===== src/rtl/cmd_pkg.sv =====
// rtl/cmd_pkg.sv - shared types and constants for the SD command serializer
package cmd_pkg;

  localparam int         CMD_WIDTH     = 48;
  localparam int         CRC7_BITS     = 7;
  localparam logic [6:0] CRC7_POLY     = 7'h09;
  localparam int         CRC_FIELD_MSB = 7;
  localparam int         CRC_FIELD_LSB = 1;

  typedef logic [1:0] state_t;
  localparam state_t IDLE  = 2'd0;
  localparam state_t SHIFT = 2'd1;
  localparam state_t DONE  = 2'd2;

  // One step of the x^7+x^3+1 LFSR, message bit entering at the top.
  function automatic logic [6:0] crc7_next(input logic [6:0] crc, input logic bit_in);
    logic fb;
    fb = bit_in ^ crc[6];
    return {crc[5:0], 1'b0} ^ (fb ? CRC7_POLY : 7'h00);
  endfunction

endpackage


===== src/rtl/crc7_gen.sv =====
// rtl/crc7_gen.sv - serial CRC7 generator, cleared per frame
module crc7_gen
  import cmd_pkg::*;
(
  input  logic       clk,
  input  logic       reset,
  input  logic       clear,
  input  logic       enable,
  input  logic       bit_in,
  output logic [6:0] crc
);

  always_ff @(posedge clk or negedge reset) begin
    if (!reset) begin
      crc <= 7'h00;
    end else if (clear) begin
      crc <= 7'h00;
    end else if (enable) begin
      crc <= crc7_next(crc, bit_in);
    end
  end

endmodule


===== src/rtl/cmd_paralelo_serial.sv =====
// rtl/cmd_paralelo_serial.sv - parallel-to-serial SD CMD line driver; optional CRC7 insertion under CMD_PARALELO_SERIAL_CRC7_EN
module cmd_paralelo_serial
  import cmd_pkg::*;
#(
  parameter int WIDTH    = CMD_WIDTH,
  parameter int CRC_BITS = CRC7_BITS
) (
  input  logic             clk,
  input  logic             reset,
  input  logic             enable,
  input  logic             load,
  input  logic [WIDTH-1:0] data_in,
  output logic             ready,
  output logic             serial_out,
  output logic             busy,
  output logic             done
);

  localparam int             CNT_W = $clog2(WIDTH);
  localparam logic [CNT_W-1:0] LAST = CNT_W'(WIDTH - 1);

  if (CRC_BITS != CRC_FIELD_MSB - CRC_FIELD_LSB + 1) begin : g_crc_bits_check
    $error("CRC_BITS does not match the CRC field position");
  end

  state_t           state;
  logic [WIDTH-1:0] shreg;
  logic [CNT_W-1:0] cnt;
  logic             accept;
  logic             shifting;
  logic             data_bit;
  logic             tx_bit;

  assign accept   = (state == IDLE) && load && enable;
  assign shifting = (state == SHIFT) && enable;
  assign data_bit = shreg[WIDTH-1];

  always_ff @(posedge clk or negedge reset) begin
    if (!reset) begin
      state <= IDLE;
      shreg <= '1;
      cnt   <= '0;
    end else begin
      case (state)
        IDLE: begin
          if (accept) begin
            shreg <= data_in;
            cnt   <= '0;
            state <= SHIFT;
          end
        end
        SHIFT: begin
          if (enable) begin
            shreg <= {shreg[WIDTH-2:0], 1'b1};
            if (cnt == LAST) begin
              state <= DONE;
            end else begin
              cnt <= cnt + 1'b1;
            end
          end
        end
        DONE:    state <= IDLE;
        default: state <= IDLE;
      endcase
    end
  end

`ifdef CMD_PARALELO_SERIAL_CRC7_EN
  // Frame bit k is on the line while cnt == WIDTH-1-k, so the CRC window is
  // cnt in [WIDTH-1-CRC_FIELD_MSB, WIDTH-1-CRC_FIELD_LSB].
  localparam logic [CNT_W-1:0] CRC_START = CNT_W'(WIDTH - 1 - CRC_FIELD_MSB);
  localparam logic [CNT_W-1:0] CRC_END   = CNT_W'(WIDTH - 1 - CRC_FIELD_LSB);

  logic [6:0] crc;
  logic       crc_en;
  logic       crc_window;
  logic [2:0] crc_sel;

  assign crc_en     = shifting && (cnt < CRC_START);
  assign crc_window = (cnt >= CRC_START) && (cnt <= CRC_END);
  assign crc_sel    = 3'(CRC_END - cnt);

  crc7_gen u_crc7_gen (
    .clk    (clk),
    .reset  (reset),
    .clear  (accept),
    .enable (crc_en),
    .bit_in (data_bit),
    .crc    (crc)
  );

  always_comb begin
    tx_bit = data_bit;
    if (crc_window) begin
      tx_bit = crc[crc_sel];
    end else if (cnt == LAST) begin
      tx_bit = 1'b1;
    end
  end
`else
  assign tx_bit = data_bit;
`endif

  assign serial_out = (state == SHIFT) ? tx_bit : 1'b1;
  assign ready      = (state == IDLE);
  assign busy       = (state == SHIFT);
  assign done       = (state == DONE);

endmodule


===== config.mk =====
export PLATFORM = sky130hd
export DESIGN_NAME = cmd_paralelo_serial
export DESIGN_NICKNAME = d
export VERILOG_FILES = /design/src/rtl/cmd_pkg.sv /design/src/rtl/crc7_gen.sv /design/src/rtl/cmd_paralelo_serial.sv
export SDC_FILE = /design/constraint.sdc
export NUM_CORES = 1
export LEC_CHECK = 0
export ABC_AREA = 1
export CAP_MARGIN = 20
export CORE_AREA = 2 2 130 107
export DETAILED_ROUTE_END_ITERATION = 6
export DIE_AREA = 0 0 132 109
export PLACE_DENSITY = 0.54
export SETUP_SLACK_MARGIN = 0.05
export SLEW_MARGIN = 20
export SYNTH_ARGS = -nofsm -noshare
export SYNTH_HDL_FRONTEND = slang
export SYNTH_SLANG_ARGS = --single-unit

===== constraint.sdc =====
create_clock -name clk -period 1.5 [get_ports clk]
set_input_delay 0.225 -clock clk [delete_from_list [all_inputs] [get_ports clk]]
set_output_delay 0.225 -clock clk [all_outputs]
set_load 0.02 [all_outputs]

==> After elaboration in Yosys (flattened, before gate mapping) <==
Cells that the tools add are included.
W data, S select, Z words.
{ "word_totals": {"regBits": 56, "output_inout_bits": 4, "input_bits": 52} }
{ "op_classes": {"n_addsub": 1, "reduce_logical": 7, "eq_ne": 7, "mux": 12} }
{ "ops": {"columns": ["cell", "count"], "rows": [
  ["$mux W48", 2],
  ["$pmux W48 S2", 1],
  ["$mux W6", 3],
  ["$pmux W6 S2", 1],
  ["$add A6 B1 Y6 const B", 1],
  ["$eq A6 B6 Y1 const B", 1],
  ["$mux W2", 3],
  ["$reduce_and A3 Y1", 2],
  ["$ne A2 B1 Y1 const B", 2],
  ["$ne A2 B2 Y1 const B", 2],
  ["$pmux W2 S2", 1],
  ["$reduce_and A4 Y1", 1],
  ["$eq A2 B1 Y1 const B", 1],
  ["$eq A2 B2 Y1 const B", 1],
  ["$logic_and A1 B1 Y1", 2],
  ["$logic_not A2 Y1", 1],
  ["$reduce_bool A2 Y1", 1],
  ["$mux W1", 1]
]} }

==> Logic depth before layout (Yosys ltp) <==
Gate-level depths: netlist (run 1).
{ "logic_depth": {"depth_word": 5, "mapped_depth": 7, "ltp_nobuf": 7} }

==> Worst setup path after synthesis (run 1) <==
OpenSTA, ideal clock, no wires.
{ "synth_timing": {"path_type": "reg-to-output", "startpoint": "register state[0]", "endpoint": "output serial_out", "required_ns": 1.275, "stages_incl_launch_ff": 6, "path_buffers": 2, "slack_ns": 0.238, "arrival_time_ns": 1.037, "path_cell_list": "dfrtp_1 -> inv_1 -> nor2_1 -> buf_4 -> buf_6 -> nand2_1"} }
{ "synth_via": {"elab_chain_cells": 2} }
{ "synth_rtl": {"columns": ["element", "line_no", "rtl"], "rows": [
  ["start, declared", "cmd_paralelo_serial.sv:26", "state_t state;"],
  ["start signal, assigned", "cmd_paralelo_serial.sv:40", "state <= IDLE;"],
  ["start signal, assigned", "cmd_paralelo_serial.sv:49", "state <= SHIFT;"],
  ["start signal, assigned", "cmd_paralelo_serial.sv:56", "state <= DONE;"],
  ["$eq A2 B1 Y1", null, null],
  ["net busy", "cmd_paralelo_serial.sv:15", "output logic busy,"],
  ["$mux W1", "cmd_paralelo_serial.sv:104", "assign serial_out = (state == SHIFT) ? tx_bit : 1'b1;"],
  ["end, declared", "cmd_paralelo_serial.sv:14", "output logic serial_out,"]
]} }
The timed path passes the listed nets, and every way through them passes these cells.

==> Worst setup path in the final report (run 1) <==
{ "layout_timing": {"startpoint": "register state[0]", "endpoint": "register shreg[38]"} }
{ "layout_via": {"elab_chain_cells": 5, "elab_cells_between_ends": 9, "classes_between": "3 x eq/ne; 1 x mux; 5 x reduce/logical"} }
{ "layout_rtl": {"columns": ["element", "line_no", "rtl"], "rows": [
  ["$logic_not A2 Y1", "cmd_paralelo_serial.sv:34, cmd_paralelo_serial.sv:44", null],
  ["$logic_and A1 B1 Y1 (2 in a row)", "cmd_paralelo_serial.sv:34", "assign accept = (state == IDLE) && load && enable;"],
  ["$ne A2 B1 Y1 (no source line)", null, null],
  ["$reduce_and A3 Y1 (no source line)", null, null],
  ["end signal, assigned", "cmd_paralelo_serial.sv:47", "shreg <= data_in;"],
  ["end signal, assigned", "cmd_paralelo_serial.sv:54", "shreg <= {shreg[WIDTH-2:0], 1'b1};"],
  ["end, declared", "cmd_paralelo_serial.sv:27", "logic [WIDTH-1:0] shreg;"]
]} }
Several ways; a longest one is shown, not always the timed one.
A chain may end at the register's enable or synchronous reset.

==> flow_metrics.env, run 1 <==
export IMPL_status="complete, no violations"
export IMPL_clkTransAtPathRegs_ns=0.07
export IMPL_grt_max_degree=57
export IMPL_grt_overflow_total=0
export IMPL_yosysSeqAreaShare_pct=45.5
export IMPL_rr_worst_depth=8
export IMPL_crit_top_cell="buf_4"
export IMPL_leakagePower_uw=0.00192
export IMPL_synth_edf_count=0
export IMPL_wl_per_cell_um=12.6
export IMPL_drv_cap=0
export IMPL_critPathMaxStageDelay_ns=0.38
export IMPL_synth_area_leaders="dfstp_2, o211ai_2, o21ai_2, nand2_1, inv_1"
export IMPL_port_buffers=55
export IMPL_cp_max_fo=19
export IMPL_ys_ff_latch=56
export IMPL_syn_nets=377
export IMPL_gp_congestion=0.748
export IMPL_path_class="register to register"
export IMPL_final_hold_viol_count=0
export IMPL_r2r_slack_ns=0.09
export IMPL_grt_pass1_wl_mm=11.7
export IMPL_dieArea_um2=14400
export IMPL_utilization_pct=33.3
export IMPL_drtIter0Drc=80
export IMPL_numCtsBuffers=5
export IMPL_syn_area_per_cell_um2=9.91
export IMPL_hold_class="register to register"
export IMPL_drt_pass1_iter_count=4
export IMPL_period_share_pct=94.2
export IMPL_setup_tns_final_ns=0
export IMPL_vias_per_cell=4.11
export IMPL_drc=0
export IMPL_peakVddDrop_v=0.000512
export IMPL_cts_tree="yes"
export IMPL_yosysMostFrequentCell="nand2_1"
export IMPL_coreArea_um2=13200
export IMPL_final_area_um2=4390
export IMPL_crit_arrival_ns=1.64
export IMPL_synth_top_area_cell="dfstp_2"
export IMPL_cts_sinks=56
export IMPL_max_slew_margin_pct=78.5
export IMPL_grt_pass1_vias=2407
export IMPL_drive_above_1_share_pct=44.8
export IMPL_clock_latency_ns=0.29
export IMPL_rsz0062_at_grt="true"
export IMPL_hold_path_endpoint="shreg[0]"
export IMPL_areaGrowthSynthToFinish_pct=36.6
export IMPL_cts_htree_levels=2
export IMPL_layout_setup_ws_ns=0.0866
export IMPL_ys_types=23
export IMPL_fill_cells=1374
export IMPL_nets=449
export IMPL_ant_nets=0
export IMPL_crit_path_start_kind="register"
export IMPL_min_from="shreg[0]"
export IMPL_fmax_ghz=0.708
export IMPL_die_width_um=132
export IMPL_setup_viol=0
export IMPL_drt_total_wl_mm=7.28
export IMPL_tightest_slew_ns=0.322
export IMPL_reg2reg_to="shreg[38]"
export IMPL_slowest_stage="dfrtp_1"
export IMPL_powerDensity_nw_per_um2=1360
export IMPL_clock_skew_ns=0.00923
export IMPL_syn_inst=324
export IMPL_min_path_cells=2
export IMPL_synth_top_area_share_pct=39.3
export IMPL_synthTopCellsByCount="nand2_1, inv_1, dfstp_2"
export IMPL_crit_required_ns=1.72
export IMPL_place_detailed_hpwl_mm=4.65
export IMPL_io_pins=56
export IMPL_dp_slack_ns=-0.0726
export IMPL_rr_startpoint="state[0]"
export IMPL_grt_use_total_pct=10.1
export IMPL_report_final_slew_viol_count=0
export IMPL_worstSetupEndpointType="register"
export IMPL_synth_warning_count=0
export IMPL_synth_flop_cell="dfstp_2"
export IMPL_place_area_um2=4070
export IMPL_vias=2371
export IMPL_finalCriticalPeriod_ns=1.41
export IMPL_antenna_found_initial=0
export IMPL_diodes=0
export IMPL_cp_cell_sequence="buf_4 > buf_4 > o21ai_4 > nor2_4 > buf_12 > buf_16 > o211ai_2 > o21ai_2"
export IMPL_start_util_pct=24.4
export IMPL_die_h_um=109
export IMPL_fin_hold_ws_ns=0.479
export IMPL_fp_row_count=38
export IMPL_async_reset_ff_share_pct=100
export IMPL_cts_root_buf="clkbuf_16"
export IMPL_synth_area_um2=3210
export IMPL_cts_path_max_buffers=2
cell type report:
| class | instances | area [um2] | area share (%) |
|---|---|---|---|
| sequential | 56 | 1460 | 33.4 |
| tap | 180 | 225 | 5.14 |
| inverter | 56 | 210 | 4.79 |
| clock inverter | 1 | 5.00 | 0.114 |
| timing repair buffer | 85 | 958 | 21.9 |
| clock buffer | 7 | 133 | 3.02 |
| multi-input combinational | 192 | 1390 | 31.7 |
critical path, delay by kind of cell (launching register included):
| kind | cells | cell delay (ns) |
|---|---|---|
| buffers and inverters | 4 | 0.61 |
| flip-flops | 1 | 0.38 |
| AO/OA/AOI/OAI | 3 | 0.28 |
| AND/OR/NAND/NOR | 1 | 0.06 |
per-stage QoR:
stage	power, uW	instances
6_report	5970	577
5_1_grt	6460	577
4_1_cts	5920	569
3_5_place_dp	4720	558
3_3_place_gp	4650	558
2_1_floorplan	4150	324
how the worst max path moves through the flow:
stage / startpoint / end / slack (ns) / cells after the start
4_1_cts: state[1] / shreg[17] / 0.04 / 7
3_5_place_dp: load / shreg[35] / -0.07 / 7
6_report: state[0] / shreg[38] / 0.09 / 8
3_3_place_gp: load / shreg[31] / -0.04 / 7
5_1_grt: state[0] / shreg[35] / 0.02 / 8
2_1_floorplan: state[0] / serial_out / 0.24 / 5
registers in the layout, summed over array words and instances, names as in the netlist:
signal	flops
state	2
cnt	6
shreg	48
timing repair:
item	4_1_cts	5_1_grt
pin swaps	1	3
gates resized for setup	15	11
endpoints found under the hold margin	8	0
setup endpoints to repair	4	54
gates cloned	0	5
buffers inserted	2	4
hold buffers	1	0
cells in the final DEF, fill, tap and decap left out:
cell type        instances
buf_6                    2
nand2_4                  1
buf_2                    5
inv_2                    1
dfstp_2                 48
o21ai_1                 13
dfrtp_2                  1
nand2_2                  1
nand4_1                  1
dlygate4sd3_1            1
ha_1                     1
clkbuf_16                9
clkbuf_1                 2
buf_12                   7
dfrtp_1                  7
a21oi_1                  1
nand3_2                  1
o21bai_1                 1
buf_16                   2
o21ai_0                  2
nand3_1                  4
o211ai_1                 7
inv_1                   55
clkdlybuf4s50_1         50
o21ai_4                  1
or2_2                    1
o211ai_2                40
nor2_4                   3
o21ai_2                 40
nand2_1                 65
clkinv_2                 1
buf_4                   14
nor2_1                   9
kinds of logic after synthesis:
kind of cell    count (synthesis)  share of synthesized area (%)
compound gates                105                           31.1
fa+ha+maj                       1                          0.390
buf+inv                        77                           12.2
flops                          56                           45.5
simple gates                   85                           10.8
where the power goes:
group	switching (uW)	internal [uW]
Clock	541	620
Sequential	156	2320
Combinational	1280	1050
Total	1980	3990
routing by layer:
layer  routed length (um)  GRT usage (%)  up-vias
li1                     -              -     1215
met1                 3480           13.5     1118
met2                 3430           16.0       34
met3                  328           3.02        4
met4                   38           2.33        0
met5                    0              0        -
Note: power is estimated with default switching activity, not from simulation.
==> run 2, diff against run 1 <==
Settings changed: CTS_BUF_LIST set to sky130_fd_sc_hd__clkbuf_16, SLEW_MARGIN 20 to 40.
==> run 2 against run 1 <==
Effect of this change:
- die area stayed put
- power is 0.21% lower
- worst setup slack hardly changed
- via count is 0.13% higher
- flip-flop and latch count stayed put
- register-to-register slack hardly changed
- sequential power hardly changed
- critical path depth stayed put
- non-clock buffer count stayed put
- critical endpoint unchanged
- largest cell class unchanged
- highest routed layer unchanged
==> flow_metrics.env, run 2 (same netlist as run 1, synthesis figures left out) <==
export IMPL_gp_congestion=0.748
export IMPL_drc=0
export IMPL_final_area_um2=4390
export IMPL_p_int_uw=3980
export IMPL_wl_per_cell_um=12.6
export IMPL_grt_pass1_vias=2407
export IMPL_largest_reg_flops=48
export IMPL_combPwrFrac_pct=39.1
export IMPL_clkTransAtPathRegs_ns=0.07
export IMPL_rr_startpoint="state[0]"
export IMPL_drtIter0Drc=80
export IMPL_io_pins=56
export IMPL_setup_viol=0
export IMPL_cts_htree_levels=2
export IMPL_p_sw_uw=1980
export IMPL_rr_worst_depth=8
export IMPL_antenna_found_initial=0
export IMPL_fmax_ghz=0.708
export IMPL_final_hold_viol_count=0
export IMPL_coreArea_um2=13200
export IMPL_drv_cap=0
export IMPL_die_width_um=132
export IMPL_largest_register="shreg"
export IMPL_dieArea_um2=14400
export IMPL_clockPowerShare_pct=19.3
export IMPL_cts_path_max_buffers=2
export IMPL_diodes=0
export IMPL_critPathMaxStageDelay_ns=0.38
export IMPL_swShare_pct=33.2
export IMPL_powerDensity_nw_per_um2=1360
export IMPL_peakVddDrop_v=0.000512
export IMPL_finalCriticalPeriod_ns=1.41
export IMPL_leakagePower_uw=0.00193
export IMPL_place_area_um2=4070
export IMPL_tightest_slew_ns=0.322
export IMPL_path_class="register to register"
export IMPL_die_h_um=109
export IMPL_min_path_cells=2
export IMPL_grt_use_total_pct=10.1
export IMPL_ant_nets=0
export IMPL_cp_max_fo=19
export IMPL_clock_skew_ns=0.00944
export IMPL_nets=449
export IMPL_grt_overflow_total=0
export IMPL_period_share_pct=94.2
export IMPL_areaGrowthSynthToFinish_pct=36.6
export IMPL_status="complete, no violations"
export IMPL_fp_row_count=38
export IMPL_vias=2374
export IMPL_start_util_pct=24.4
export IMPL_cp_top_family="buffers and inverters"
export IMPL_path_buf_inv=4
export IMPL_crit_top_cell="buf_4"
export IMPL_cts_sinks=56
export IMPL_drive_above_1_share_pct=44.8
export IMPL_crit_path_start_kind="register"
export IMPL_clock_latency_ns=0.29
export IMPL_worstSetupEndpointType="register"
export IMPL_r2r_slack_ns=0.09
export IMPL_vias_per_cell=4.11
export IMPL_slowest_stage="dfrtp_1"
export IMPL_fill_cells=1374
export IMPL_layout_common_cells="nand2_1, inv_1, clkdlybuf4s50_1"
export IMPL_place_detailed_hpwl_mm=4.65
export IMPL_max_slew_margin_pct=78.5
export IMPL_reg2reg_to="shreg[38]"
export IMPL_crit_required_ns=1.72
export IMPL_drt_pass1_iter_count=4
export IMPL_report_final_slew_viol_count=0
export IMPL_crit_arrival_ns=1.64
export IMPL_grt_pass1_wl_mm=11.7
export IMPL_p_seq_share_pct=41.6
export IMPL_hold_path_endpoint="shreg[0]"
export IMPL_cp_cell_sequence="buf_4 > buf_4 > o21ai_4 > nor2_4 > buf_12 > buf_16 > o211ai_2 > o21ai_2"
export IMPL_final_common_cell="nand2_1"
export IMPL_hold_class="register to register"
export IMPL_rsz0062_at_grt="true"
export IMPL_fin_hold_ws_ns=0.479
export IMPL_numCtsBuffers=5
export IMPL_cts_tree="yes"
export IMPL_port_buffers=55
export IMPL_drt_total_wl_mm=7.28
export IMPL_reg_largest_list="shreg x48, cnt x6, state x2"
export IMPL_grt_max_degree=57
export IMPL_min_from="shreg[0]"
export IMPL_cts_root_buf="clkbuf_16"
run 2: changes by cell type in the layout (fill, tap and decap cells not counted), sizes merged:
cell    before  now
clkbuf      11    9
inv         56   58
run 2: stage by stage:
step           total power (uW)  worst slack [ns]  setup TNS, ns  util [%]  instances
2_1_floorplan              4150             0.238              0         -        324
4_1_cts                    5900            0.0364              0      32.0        569
5_1_grt                    6450            0.0174              0      33.3        577
6_report                   5960            0.0866              0      33.3        577
3_5_place_dp               4720           -0.0726          -1.58      30.9        558
3_3_place_gp               4650           -0.0423         -0.670      30.9        558
run 2: final cells by class:
class / count / area [um2] / area share [%]
clock inverter: 3 / 12.5 / 0.285
inverter: 56 / 210 / 4.79
multi-input combinational: 192 / 1390 / 31.7
sequential: 56 / 1460 / 33.4
clock buffer: 5 / 125 / 2.85
timing repair buffer: 85 / 958 / 21.9
tap: 180 / 225 / 5.14
run 2: worst max-delay path by stage:
stage                   from  depth (start not counted)         end  slack, ns
CTS                 state[1]                          7   shreg[17]       0.04
global route        state[0]                          8   shreg[35]       0.02
finish              state[0]                          8   shreg[38]       0.09
floorplan           state[0]                          5  serial_out       0.24
global placement        load                          7   shreg[31]      -0.04
detailed placement      load                          7   shreg[35]      -0.07
run 2: worst register-to-register path: stages, from the launching register on:
cell and delay, ns:
dfrtp_1 0.38, buf_4 0.15, buf_4 0.15, o21ai_4 0.15
nor2_4 0.06, buf_12 0.16, buf_16 0.17, o211ai_2 0.07
o21ai_2 0.07
run 2: power by group through the flow:
stage	Sequential, uW	Clock [uW]	Combinational, uW
global route	2530	1270	2650
finish	2480	1150	2330
detailed placement	2520	0	2200
CTS	2490	1200	2210
global placement	2500	0	2140
floorplan	2470	0	1670
run 2: repair_timing:
action,in CTS,in global routing
hold endpoints to repair,8,0
hold buffers,1,0
setup endpoints to repair,4,54
buffers inserted,2,4
gates cloned,0,5
pin swaps,1,3
resized for setup,15,11
run 2: layer usage:
layer | GRT usage (%) | part of all wire (%)
met2 | 16.0 | 47
met1 | 13.5 | 48
met4 | 2.33 | 0.52
met5 | 0 | 0
met3 | 3.02 | 4.5
